===== config.mk =====
export PLATFORM = sky130hd
export DESIGN_NAME = note_slot_controller_flat
export DESIGN_NICKNAME = d
export VERILOG_FILES = /design/src/rtl/note_slot_if.sv /design/src/rtl/note_slot_controller.sv /design/src/flat_wrapper.sv
export SDC_FILE = /design/constraint.sdc
export NUM_CORES = 1
export LEC_CHECK = 0
export CAP_MARGIN = 20
export CORE_ASPECT_RATIO = 0.8
export CORE_MARGIN = 2
export CORE_UTILIZATION = 59
export DETAILED_ROUTE_END_ITERATION = 12
export GPL_TIMING_DRIVEN = 0
export PLACE_DENSITY_LB_ADDON = 0.1
export SLEW_MARGIN = 10
export SYNTH_ARGS = -nofsm -noshare
export SYNTH_HDL_FRONTEND = slang
export SYNTH_SLANG_ARGS = --single-unit

===== constraint.sdc =====
create_clock -name clock -period 4.64 [get_ports clock]
set_input_delay 0.696 -clock clock [delete_from_list [all_inputs] [get_ports clock]]
set_output_delay 0.696 -clock clock [all_outputs]
set_load 0.005 [all_outputs]

===== src/rtl/note_slot_if.sv =====
// note_slot_if: bundles the note-table control and read-port signals.
//
// master  : the side that spawns/strums/reads (game logic, renderer, bench)
// slave   : the note_slot_controller
//
// Signals
//   frame_tick              1-cycle pulse at vblank start
//   spawn_valid/ready/lane  request to allocate a note in a lane
//   strum_valid/ready/lane  player strum to resolve against the hit zone
//   hit/miss/passed         1-cycle result pulses
//   busy                    controller is walking the table
//   rd_slot/rd_active/rd_x/rd_y  combinational slot read port
//
// Handshake: a request transfers on a rising clock edge where valid and
// ready are both high. ready may depend combinationally on valid and on
// other requests; the master holds valid and its payload stable until the
// transfer, and a valid still high after a transfer is a fresh request.
interface note_slot_if #(
    parameter int SW = 3
);
    logic          frame_tick;
    logic          spawn_valid;
    logic [2:0]    spawn_lane;
    logic          spawn_ready;
    logic          strum_valid;
    logic [2:0]    strum_lane;
    logic          strum_ready;
    logic          hit;
    logic          miss;
    logic          passed;
    logic          busy;
    logic [SW-1:0] rd_slot;
    logic          rd_active;
    logic [9:0]    rd_x;
    logic [31:0]   rd_y;

    modport master (
        output frame_tick, spawn_valid, spawn_lane, strum_valid, strum_lane, rd_slot,
        input  spawn_ready, strum_ready, hit, miss, passed, busy, rd_active, rd_x, rd_y
    );

    modport slave (
        input  frame_tick, spawn_valid, spawn_lane, strum_valid, strum_lane, rd_slot,
        output spawn_ready, strum_ready, hit, miss, passed, busy, rd_active, rd_x, rd_y
    );
endinterface


===== src/rtl/note_slot_controller.sv =====
// note_slot_controller: owns the table of falling notes.
//
// Allocates a slot on spawn, advances every active note by SPEED pixels once
// per frame, retires notes that reach SCREEN_H, and resolves strums against
// the hit zone. One slot is visited per cycle while walking the table.
//
// Ports
//   clock      system clock
//   resetn     asynchronous active-low reset
//   bus        note_slot_if.slave (spawn/strum handshakes, pulses, read port)
//   state_dbg  current FSM state (IDLE=0, ADVANCE=1, SCAN=2)
module note_slot_controller #(
    parameter int SLOTS      = 8,
    parameter int NOTE_WIDTH = 32,
    parameter int SCREEN_H   = 480,
    parameter int SPEED      = 2,
    parameter int LANE_X0    = 160,
    parameter int LANE_PITCH = 64,
    parameter int HIT_TOP    = 400,
    parameter int HIT_BOT    = 448,
    localparam int SW        = $clog2(SLOTS)
) (
    input  logic        clock,
    input  logic        resetn,
    note_slot_if.slave  bus,
    output logic [1:0]  state_dbg
);

    typedef enum logic [1:0] {
        IDLE    = 2'd0,
        ADVANCE = 2'd1,
        SCAN    = 2'd2
    } state_t;

    state_t          state, state_n;
    logic [SW-1:0]   idx, idx_n;
    logic            frame_pending, frame_pending_n;
    logic [2:0]      strum_lane_q, strum_lane_n;

    logic [SLOTS-1:0] slot_active;
    logic [2:0]       slot_lane [SLOTS];
    logic [9:0]       slot_y    [SLOTS];

    logic            free_found;
    logic [SW-1:0]   free_idx;

    logic            cur_active;
    logic [2:0]      cur_lane;
    logic [9:0]      cur_y;
    logic [10:0]     y_next;
    logic            retire;
    logic            in_zone;
    logic            match;
    logic            last;

    logic            do_spawn, do_free, do_step;
    logic            hit_c, miss_c, passed_c;
    logic            spawn_ready_c, strum_ready_c;

    // Lowest free slot: scanning downward lets the lowest index win.
    always_comb begin
        free_found = 1'b0;
        free_idx   = '0;
        for (int i = SLOTS - 1; i >= 0; i--) begin
            if (!slot_active[i]) begin
                free_found = 1'b1;
                free_idx   = SW'(i);
            end
        end
    end

    assign cur_active = slot_active[idx];
    assign cur_lane   = slot_lane[idx];
    assign cur_y      = slot_y[idx];
    assign last       = (idx == SW'(SLOTS - 1));

    // 11-bit arithmetic so y + SPEED and y + NOTE_WIDTH never wrap.
    assign y_next  = {1'b0, cur_y} + 11'(SPEED);
    assign retire  = (y_next >= 11'(SCREEN_H));
    assign in_zone = (({1'b0, cur_y} + 11'(NOTE_WIDTH)) > 11'(HIT_TOP)) &&
                     ({1'b0, cur_y} < 11'(HIT_BOT));
    assign match   = cur_active && (cur_lane == strum_lane_q) && in_zone;

    always_ff @(posedge clock or negedge resetn) begin
        if (!resetn) begin
            state         <= IDLE;
            idx           <= '0;
            frame_pending <= 1'b0;
            strum_lane_q  <= '0;
        end else begin
            state         <= state_n;
            idx           <= idx_n;
            frame_pending <= frame_pending_n;
            strum_lane_q  <= strum_lane_n;
        end
    end

    always_comb begin
        state_n         = state;
        idx_n           = idx;
        frame_pending_n = frame_pending;
        strum_lane_n    = strum_lane_q;
        do_spawn        = 1'b0;
        do_free         = 1'b0;
        do_step         = 1'b0;
        hit_c           = 1'b0;
        miss_c          = 1'b0;
        passed_c        = 1'b0;
        spawn_ready_c   = 1'b0;
        strum_ready_c   = 1'b0;

        case (state)
            IDLE: begin
                strum_ready_c = !bus.frame_tick && !frame_pending;
                spawn_ready_c = free_found && !bus.frame_tick && !frame_pending &&
                                !bus.strum_valid;
                if (bus.frame_tick || frame_pending) begin
                    frame_pending_n = 1'b0;
                    idx_n           = '0;
                    state_n         = ADVANCE;
                end else if (bus.strum_valid) begin
                    strum_lane_n = bus.strum_lane;
                    idx_n        = '0;
                    state_n      = SCAN;
                end else if (bus.spawn_valid && free_found) begin
                    do_spawn = 1'b1;
                end
            end

            ADVANCE: begin
                // Ticks arriving mid-walk collapse into a single pending advance.
                if (bus.frame_tick) frame_pending_n = 1'b1;
                if (cur_active) begin
                    if (retire) begin
                        do_free  = 1'b1;
                        passed_c = 1'b1;
                    end else begin
                        do_step = 1'b1;
                    end
                end
                idx_n = idx + 1'b1;
                if (last) state_n = IDLE;
            end

            SCAN: begin
                if (bus.frame_tick) frame_pending_n = 1'b1;
                idx_n = idx + 1'b1;
                if (match) begin
                    do_free = 1'b1;
                    hit_c   = 1'b1;
                    state_n = IDLE;
                end else if (last) begin
                    miss_c  = 1'b1;
                    state_n = IDLE;
                end
            end

            default: state_n = IDLE;
        endcase
    end

    // Slot table; only one of spawn/free/step can be active in a given state.
    always_ff @(posedge clock or negedge resetn) begin
        if (!resetn) begin
            slot_active <= '0;
            for (int i = 0; i < SLOTS; i++) begin
                slot_lane[i] <= '0;
                slot_y[i]    <= '0;
            end
        end else begin
            if (do_spawn) begin
                slot_active[free_idx] <= 1'b1;
                slot_lane[free_idx]   <= bus.spawn_lane;
                slot_y[free_idx]      <= '0;
            end
            if (do_free) begin
                slot_active[idx] <= 1'b0;
                slot_lane[idx]   <= '0;
                slot_y[idx]      <= '0;
            end
            if (do_step) begin
                slot_y[idx] <= y_next[9:0];
            end
        end
    end

    // Combinational read port; inactive slots read as zero.
    logic       rd_act;
    logic [2:0] rd_lane;
    logic [9:0] rd_ypos;
    logic [9:0] lane_x;

    assign rd_act  = slot_active[bus.rd_slot];
    assign rd_lane = slot_lane[bus.rd_slot];
    assign rd_ypos = slot_y[bus.rd_slot];
    assign lane_x  = 10'(LANE_X0) + ({7'd0, rd_lane} * 10'(LANE_PITCH));

    assign bus.rd_active   = rd_act;
    assign bus.rd_x        = rd_act ? lane_x : 10'd0;
    assign bus.rd_y        = rd_act ? {22'd0, rd_ypos} : 32'd0;

    assign bus.spawn_ready = spawn_ready_c;
    assign bus.strum_ready = strum_ready_c;
    assign bus.hit         = hit_c;
    assign bus.miss        = miss_c;
    assign bus.passed      = passed_c;
    assign bus.busy        = (state != IDLE);
    assign state_dbg       = state;

endmodule


===== src/flat_wrapper.sv =====
// flat-port wrapper written by rule: the top's interface ports become plain ports
module note_slot_controller_flat 
#(
    parameter int SLOTS      = 8,
    parameter int NOTE_WIDTH = 32,
    parameter int SCREEN_H   = 480,
    parameter int SPEED      = 2,
    parameter int LANE_X0    = 160,
    parameter int LANE_PITCH = 64,
    parameter int HIT_TOP    = 400,
    parameter int HIT_BOT    = 448,
    localparam int SW        = $clog2(SLOTS)
)
  (clock, resetn, state_dbg, bus_frame_tick, bus_spawn_valid, bus_spawn_lane, bus_strum_valid, bus_strum_lane, bus_rd_slot, bus_spawn_ready, bus_strum_ready, bus_hit, bus_miss, bus_passed, bus_busy, bus_rd_active, bus_rd_x, bus_rd_y);
  note_slot_if #(.SW(3)) bus_i ();
  input  logic clock;
  input  logic resetn;
  output logic [1:0] state_dbg;
  input wire logic [$bits(bus_i.frame_tick)-1:0] bus_frame_tick;
  input wire logic [$bits(bus_i.spawn_valid)-1:0] bus_spawn_valid;
  input wire logic [$bits(bus_i.spawn_lane)-1:0] bus_spawn_lane;
  input wire logic [$bits(bus_i.strum_valid)-1:0] bus_strum_valid;
  input wire logic [$bits(bus_i.strum_lane)-1:0] bus_strum_lane;
  input wire logic [$bits(bus_i.rd_slot)-1:0] bus_rd_slot;
  output wire logic [$bits(bus_i.spawn_ready)-1:0] bus_spawn_ready;
  output wire logic [$bits(bus_i.strum_ready)-1:0] bus_strum_ready;
  output wire logic [$bits(bus_i.hit)-1:0] bus_hit;
  output wire logic [$bits(bus_i.miss)-1:0] bus_miss;
  output wire logic [$bits(bus_i.passed)-1:0] bus_passed;
  output wire logic [$bits(bus_i.busy)-1:0] bus_busy;
  output wire logic [$bits(bus_i.rd_active)-1:0] bus_rd_active;
  output wire logic [$bits(bus_i.rd_x)-1:0] bus_rd_x;
  output wire logic [$bits(bus_i.rd_y)-1:0] bus_rd_y;
  assign bus_i.frame_tick = bus_frame_tick;
  assign bus_i.spawn_valid = bus_spawn_valid;
  assign bus_i.spawn_lane = bus_spawn_lane;
  assign bus_i.strum_valid = bus_strum_valid;
  assign bus_i.strum_lane = bus_strum_lane;
  assign bus_i.rd_slot = bus_rd_slot;
  assign bus_spawn_ready = bus_i.spawn_ready;
  assign bus_strum_ready = bus_i.strum_ready;
  assign bus_hit = bus_i.hit;
  assign bus_miss = bus_i.miss;
  assign bus_passed = bus_i.passed;
  assign bus_busy = bus_i.busy;
  assign bus_rd_active = bus_i.rd_active;
  assign bus_rd_x = bus_i.rd_x;
  assign bus_rd_y = bus_i.rd_y;
  note_slot_controller #(.SLOTS(SLOTS), .NOTE_WIDTH(NOTE_WIDTH), .SCREEN_H(SCREEN_H), .SPEED(SPEED), .LANE_X0(LANE_X0), .LANE_PITCH(LANE_PITCH), .HIT_TOP(HIT_TOP), .HIT_BOT(HIT_BOT)) u_core (.clock(clock), .resetn(resetn), .bus(bus_i), .state_dbg(state_dbg));
endmodule

# == Yosys cells after proc, flatten, opt, wreduce, memory -nomap -nowiden ==
# Cells that the tools add are included.
# word_totals
word_cells,165
regBits,121
inputBits,14
output_inout_bits,51
# op_classes
n_addsub,4
n_reduce_logical,23
magnitude_cmp,13
muxes,84
eq_ne,7
n_bitwise,13
# ops
op,count
2-to-1 mux 80 bit,3
bitwise AND 80 bit,2
inverter 80 bit,2
bitwise mux 80 bit,1
2-to-1 mux 10 bit,8
binary-select mux 10 bit (select 3 bit),2
demux 10 bit (select 3 bit),2
2-to-1 mux 24 bit,2
2-to-1 mux 3 bit,16
2-to-1 mux 1 bit,31
bitwise AND 24 bit,1
bitwise mux 24 bit,1
inverter 24 bit,1
binary-select mux 3 bit (select 3 bit),2
demux 3 bit (select 3 bit),2
2-to-1 mux 8 bit,2
">= comparator 4 bit, second input constant",3
logical AND 1 bit,12
"less-than comparator 3 x 4 -> 1 bit, second input constant",3
inverter 3 -> 4 bit,3
"adder 10 x 2 -> 11 bit, second input constant",1
"adder 10 x 6 -> 11 bit, second input constant",1
">= comparator 11 x 9 -> 1 bit, second input constant",1
"> comparator 11 x 9 -> 1 bit, second input constant",1
other kinds (28),41

# == Depth between registers and ports, before layout ==
# Gate-level depths: netlist of the first run.
# depth
depth_word,20
ltp_mapped,16
mapped_depth_nobuf,11

# == Worst setup path after synthesis of the first run ==
# Ideal clock, no wire load.
# synth_path
path_type,register -> output
from,register u_core.idx[0]
to,output bus_hit
arrival_time_ns,2.984
path_stages_with_launch,12
slack_ns,0.960
n_path_buf,2
required_ns,3.944
path_cell_list,dfrtp_1 buf_6 nand2b_1 clkbuf_1 o22ai_1 a211oi_2 inv_1 ha_1 or3_4 a2111oi_4 nand2_4 inv_1
# synth_between
elab_chain_cells,10
elab_cells_between_ends,18
cone_classes,add/sub (1); order compare (2); eq/ne (1); mux (10); bitwise (1); reduce/logical (3)
# synth_rtl
item,line,rtl
"start, declared",note_slot_controller.sv:36,"logic [SW-1:0] idx, idx_n;"
"start signal, assigned",note_slot_controller.sv:92,idx <= idx_n;
inverter 3 -> 4 bit (implied by the code),"note_slot_controller.sv:73, note_slot_controller.sv:74",
binary-select mux 10 bit (select 3 bit),note_slot_controller.sv:74,assign cur_y = slot_y[idx];
2-to-1 mux 10 bit (implied by the code) (2 in series),note_slot_controller.sv:74,
adder 10 x 6 -> 11 bit,note_slot_controller.sv:80,"assign in_zone = (({1'b0, cur_y} + 11'(NOTE_WIDTH)) > 11'(HIT_TOP)) &&"
> comparator 11 x 9 -> 1 bit,note_slot_controller.sv:80,
logical AND 1 bit,note_slot_controller.sv:80,
logical AND 1 bit (*),note_slot_controller.sv:82,assign match = cur_active && (cur_lane == strum_lane_q) && in_zone;
2-to-1 mux 1 bit (*),note_slot_controller.sv:148,if (match) begin
2-to-1 mux 1 bit (*),note_slot_controller.sv:112,case (state)
"end, declared",flat_wrapper.sv:27,output wire logic [$bits(bus_i.hit)-1:0] bus_hit;
# Every way passes the cells marked *; elsewhere a longest branch is shown, timed or not. The select of a mux whose other input is x is not followed.

# == Worst setup path after layout of the first run ==
# layout_path
from,register u_core.idx[2]
to,output bus_hit
# The elaborated chain is that of the path after synthesis.

==> metrics.csv, run 1 <==
metric;value;unit
global-route wire length before repair;39900;µm
htree depth;4;
Syn Area/Cell;10.6;µm²
Die Y;109;µm
reg2reg setup slack;330;ps
vias;7122;
Iter 0 DRT Violations;867;
fin. max-slew vios;0;
worst path bufs/invs;3;
Peak VDD IR;0.420;mV
asr flop ratio synth;100;%
Initial Utilization;60.2;%
initial antenna violation count;0;
I/O pin total;65;
share of cells above drive strength 1;22.3;%
Overflow after GRT;0;
worst setup path startpoint;u_core.idx[2];
Final Hold Fails;0;
Sw Pwr;2470;µW
Placer Congestion;0.972;
Residual DRC;0;
global-route usage over all layers;36.7;%
clk_lat worst skew;430;ps
antenna-violating nets left;0;
die area;0.0148;mm²
footprint of the multi-input gates;0.00474;mm²
fmax;0.218;GHz
CP Capture Type;output port;
Final nets;888;
pwr/cell area;606;mW/mm²
Final Skew;6.67;ps
worst reg2reg endpoint;u_core.slot_y[30];
Internal Power;3440;µW
min Tclk post-route;4600;ps
Hold WC Path Type;primary input to asynchronous set/reset pin;
leakage;0.00427;µW
Cells after DPL;1005;
Core Footprint;0.0136;mm²
CP endpoint;bus_hit;
Worst setup SP type;flop;
CP Max Fanout;7;
Syn Inst Count;766;
final-layout fill cell count;995;
most used cell along the critical path;inv_1;
Via density;6.74;
total power;5910;µW
Reg2Reg Depth;14;
CTS Buffer Depth;2;
CP delay by family, top;simple AND/OR/NAND/NOR gates;
# setup viols final;0;
Max-cap violations;0;
Register Area;0.00303;mm²
CP Depth;10;
post-synthesis sequential area ratio;37.1;%
Num CTS Buffers;17;
CTS tree;built;
largest net degree at the start of global routing;82;
net switching fraction of the power;41.8;%
synthesis-to-layout area growth;19.6;%
Fin Setup TNS;0;ps
commonest non-fill, non-tap cell in the layout;dfrtp_1;
Final Cycle Share;99.1;%
DR pass1 iterations;8;
clock-pin transition on the worst setup and hold timing paths;50;ps
RR Startpoint;u_core.idx[1];
leading cell types in the layout, fill and taps excluded;121 x dfrtp_1, 71 x nand2_1, 51 x buf_4;
# diodes;0;
Worst path slowest cell;nand2b_1;
worst path cell trace;nand2b_1 -> o22ai_2 -> a211oi_4 -> inv_1 -> ha_2 -> or3_4 -> a2111oi_4 -> nand2_4 -> inv_1 -> clkdlybuf4s50_1;
worst-margin pin slew;1060;ps
Gate power share;46.8;%
Clk pwr share;24.9;%
wirelength, routed;25800;µm
Chip Width;135;µm
top_reg_cell synth;dfrtp_1;
TritonCTS Sinks;121;
post-route insts no fill;1056;
number of synthesized flops with an enable pin;0;
status;completed;
Netlist cell types;73;
vias in the first global route;6924;
Largest stage delay, worst path;550;ps
Cell Area, Synth;0.00815;mm²
kind of critical path;flop to output port;
WP data arrival;3900;ps
Seq cells post-synth;121;
CTS Root Buffer Type;clkbuf_16;
sequential share of power;28.3;%
wire length per cell;24.4;µm
Syn. warnings;0;
CP Data Required Time;3940;ps
final core occ;72.0;%
Rows;38;
Post-DP HPWL;18900;µm
Rel. slew slack;28.9;%
Buffers on Ports;31;
[synth_stat cells (21+ instances only)]
cell       count  area, µm²
dfrtp_1      121       3030
nor2_1        49        184
o2bb2ai_1     46        403
mux4_2        44        991
inv_1         23       86.3
clkbuf_1      21       78.8
nand3_1       47        235
buf_4         33        248
mux2i_1       50        500
o31ai_1       27        203
o211ai_1      34        255
nand2_1       71        267
[area by class of cell]
cell class	instances	area share (%)
Multi-Input combinational cell	566	48.6
Sequential cell	121	31.0
Timing Repair Buffer	53	5.25
Buffer	77	5.12
Clock buffer	21	4.62
Tap cell	180	2.31
Clock inverter	11	1.99
Inverter	27	1.04
[power groups by stage]
stage	Clock, µW	Sequential (µW)	Combinational (µW)
after floorplan	0	1540	1710
after global placement	0	1640	2400
after detailed placement	0	1660	2470
after CTS	1470	1650	2530
after global routing	1520	1700	2940
final	1470	1670	2760
[how the worst min path moves through the flow]
stage	slack (ps)	endpoint	cells after the start
2_1_floorplan	400	u_core.frame_pending	0
3_3_place_gp	520	u_core.slot_lane[15]	2
3_5_place_dp	530	u_core.strum_lane_q[2]	1
4_1_cts	200	u_core.slot_lane[13]	1
5_1_grt	210	u_core.state_dbg[1]	1
6_report	180	u_core.state_dbg[1]	1
[timing repair]
item	in CTS	in global routing
gates resized for setup	7	25
endpoints found under the setup margin	3	3
hold buffers	0	0
endpoints found under the hold margin	0	0
pin swaps	6	3
buffers inserted	6	13
cloned	0	0
[state kept, by name (all words and copies together) (netlist names)]
name,flops
u_core.frame_pending,1
u_core.idx,3
u_core.slot_active,8
u_core.slot_lane,24
u_core.slot_y,80
u_core.state_dbg,2
u_core.strum_lane_q,3
[through the flow]
| stage | cell area, µm² | setup slack (ps) | hold slack (ps) |
|---|---|---|---|
| floorplan | 8250 | 960 | 400 |
| global placement | 8790 | -1840 | 521 |
| detailed placement | 8820 | -166 | 526 |
| CTS | 9550 | -3.02 | 202 |
| global route | 9750 | -26.2 | 212 |
| finish | 9750 | 43.7 | 184 |
[worst reg2reg max path: stages, from the launching register on]
cell,delay [ps]
dfrtp_1,440
buf_4,230
buf_4,230
mux4_2,370
mux2i_1,240
inv_2,70
ha_1,240
inv_1,60
nand4bb_1,220
xnor2_4,170
buf_4,240
nand2_2,150
o211ai_1,770
nand2_1,480
o2bb2ai_1,260
[layer usage]
layer,vias to the layer above,GRT usage (%),part of all wire [%]
met5,-,0,0
met4,0,10.0,1.9
met3,56,13.5,15
met2,523,52.6,42
met1,3495,52.7,41
li1,3048,-,-
[kinds of logic after synthesis]
family	count (synthesis)	share of synthesized area [%]
simple gates	230	13.8
compound gates	184	19.3
flops	121	37.1
mux	107	20.3
buf+inv	105	6.83
fa+ha+maj	11	1.69
xor+xnor	7	0.982
other cells	1	0.0460
(Power assumes the default switching activity.)
==> inputs of run 2 (changes only) <==
- REMOVE_ABC_BUFFERS: default -> 1
==> run 2 against run 1 <==
Combinational power is 7.6% lower. Critical path depth is the same. Register-to-register slack worse by 40 ps. Sequential power hardly changed. Global-route usage grew 0.096 points. Power shrank 7.9%. Largest cell class unchanged. Final cell count decreased by 7.1%. Worst hold slack got worse by 19 ps. Largest power group unchanged. Critical path type unchanged.
==> metrics.csv, run 2 (synthesis gave the netlist of run 1 again) <==
metric;value;unit;change
die area;0.0148;mm²;unchanged
Max-cap violations;0;;unchanged
Final nets;814;;-8.3%
number of flip-flops under the largest register name;80;;unchanged
CTS Root Buffer Type;clkbuf_16;;
vias;6974;;-2.1%
global-route wire length before repair;39800;µm;-0.38%
wirelength, routed;25900;µm;+0.28%
Post-DP HPWL;17000;µm;-10%
Final Cell Area;0.00921;mm²;-5.6%
commonest non-fill, non-tap cell in the layout;dfrtp_1;;
htree depth;4;;unchanged
Largest regs;u_core.slot_y: 80 flops, u_core.slot_lane: 24 flops, u_core.slot_active: 8 flops;;
synthesis-to-layout area growth;13.0;%;
TritonCTS Sinks;121;;unchanged
Final Hold Fails;0;;unchanged
Via density;7.11;;+5.4%
wire length per cell;26.4;µm;+7.9%
clock-pin transition on the worst setup and hold timing paths;60;ps;about the same
pwr/cell area;591;mW/mm²;-2.4%
Core Footprint;0.0136;mm²;unchanged
cts hold-fix bufs;0;;unchanged
Worst setup SP type;flop;;
CP Max Fanout;29;;+22
min Tclk post-route;4460;ps;-140 ps
CTS Buffer Depth;2;;unchanged
global-route usage over all layers;36.8;%;+0.096 points
DP Area;0.00851;mm²;-3.5%
# diodes;0;;unchanged
antenna-violating nets left;0;;unchanged
leakage;0.00396;µW;-7.2%
Hold WC Path Type;primary input to asynchronous set/reset pin;;
Residual DRC;0;;unchanged
CP Data Required Time;3940;ps;about the same
Overflow after GRT;0;;unchanged
DR pass1 iterations;5;;-3
initial antenna violation count;0;;unchanged
worst path cell trace;buf_12 -> mux4_2 -> mux2_4 -> ha_1 -> inv_1 -> a41oi_1 -> o211a_1 -> a21oi_1 -> and2_1 -> clkdlybuf4s50_1;;
fmax;0.224;GHz;+3.1%
final-layout fill cell count;1040;;+4.5%
clk_lat worst skew;430;ps;about the same
kind of critical path;flop to output port;;
Chip Width;135;µm;unchanged
Placer Congestion;0.959;;-1.4%
reg2reg setup slack;290;ps;-40 ps
Rows;38;;unchanged
CP Capture Type;output port;;
Final Skew;10.4;ps;+3.74 ps
Rel. slew slack;25.6;%;-3.3 points
CTS tree;built;;
vias in the first global route;6841;;-1.2%
leading cell types in the layout, fill and taps excluded;118 x dfrtp_1, 71 x nand2_1, 49 x nor2_1;;
Die Y;109;µm;unchanged
Num CTS Buffers;17;;unchanged
RSZ-0062 raised after global routing;false;;
Largest stage delay, worst path;560;ps;about the same
largest net degree at the start of global routing;86;;+4.9%
share of cells above drive strength 1;18.4;%;-3.9 points
# setup viols final;0;;unchanged
WP data arrival;3760;ps;-140 ps
Buffers on Ports;37;;+19%
worst path bufs/invs;3;;unchanged
Top reg by flops;u_core.slot_y;;
Iter 0 DRT Violations;911;;+5.1%
status;completed;;
post-route insts no fill;981;;-7.1%
worst-margin pin slew;1110;ps;+53.6 ps
Cells after DPL;938;;-6.7%
fin. max-slew vios;0;;unchanged
I/O pin total;65;;unchanged
CP delay by family, top;multiplexers;;
Worst path slowest cell;mux4_2;;
Initial Utilization;60.2;%;unchanged
Final Cycle Share;96.0;%;-3.0 points
Peak VDD IR;0.413;mV;-1.7%
==> run 2: changes by cell type in the layout (fill, tap and decap cells not counted), sizes merged <==
cell / before / now
buf: 76 / 21
bufinv: 5 / 1
clkbuf: 44 / 23
clkdlybuf4s18: 1 / 0
clkdlybuf4s50: 30 / 34
clkinv: 4 / 6
clkinvlp: 1 / 2
inv: 28 / 27
==> run 2: final cells by class <==
cell class                      count  area [µm²]  area share, %
Clock buffer                       22         464           5.04
Clock inverter                      9        75.1          0.815
Inverter                           27         104           1.13
Multi-Input combinational cell    566        4710           51.2
Sequential cell                   121        3040           33.0
Tap cell                          180         225           2.45
Timing Repair Buffer               56         591           6.41
==> run 2: per-layer routing <==
layer / track usage [%] / vias to the layer above / routed length, µm
met1: 50.3 / 3520 / 10500
li1: - / 2900 / -
met2: 54.6 / 481 / 11500
met5: 0 / - / 0
met4: 13.7 / 0 / 708
met3: 12.8 / 73 / 3230
==> run 2: through the flow <==
stage | utilization (%) | power (µW) | hold WS, ps | TNS (ps) | worst slack [ps]
floorplan | - | 3130 | 400 | -9840 | -428
CTS | 67.5 | 5320 | 178 | 0 | 35.9
global placement | 61.9 | 3870 | 521 | -467750 | -2420
detailed placement | 62.8 | 3990 | 530 | -22200 | -389
finish | 68.0 | 5440 | 165 | 0 | 184
global route | 68.0 | 5700 | 195 | 0 | 56.2
==> run 2: where the power goes <==
group | total [µW] | leakage, µW | internal (µW) | switching, µW
clock | 1230 | 0.000265 | 754 | 480
sequential | 1660 | 0.00152 | 1370 | 290
combinational | 2550 | 0.00218 | 993 | 1560
==> run 2: worst paths after layout <==
check	start	to	depth (start not counted)
max reg2reg	u_core.idx[0]	u_core.slot_y[49]	12
max in group asynchronous	resetn	u_core.slot_y[39]	2
max	u_core.idx[0]	bus_miss	10
min in group clock	u_core.strum_lane_q[1]	u_core.strum_lane_q[1]	1
min reg2reg	u_core.strum_lane_q[1]	u_core.strum_lane_q[1]	1
min	resetn	u_core.frame_pending	1
==> run 2: what timing repair did <==
action | CTS | global route
pin swaps | 3 | 3
setup endpoints to repair | 95 | 3
buffers inserted | 7 | 3
resized for setup | 8 | 5
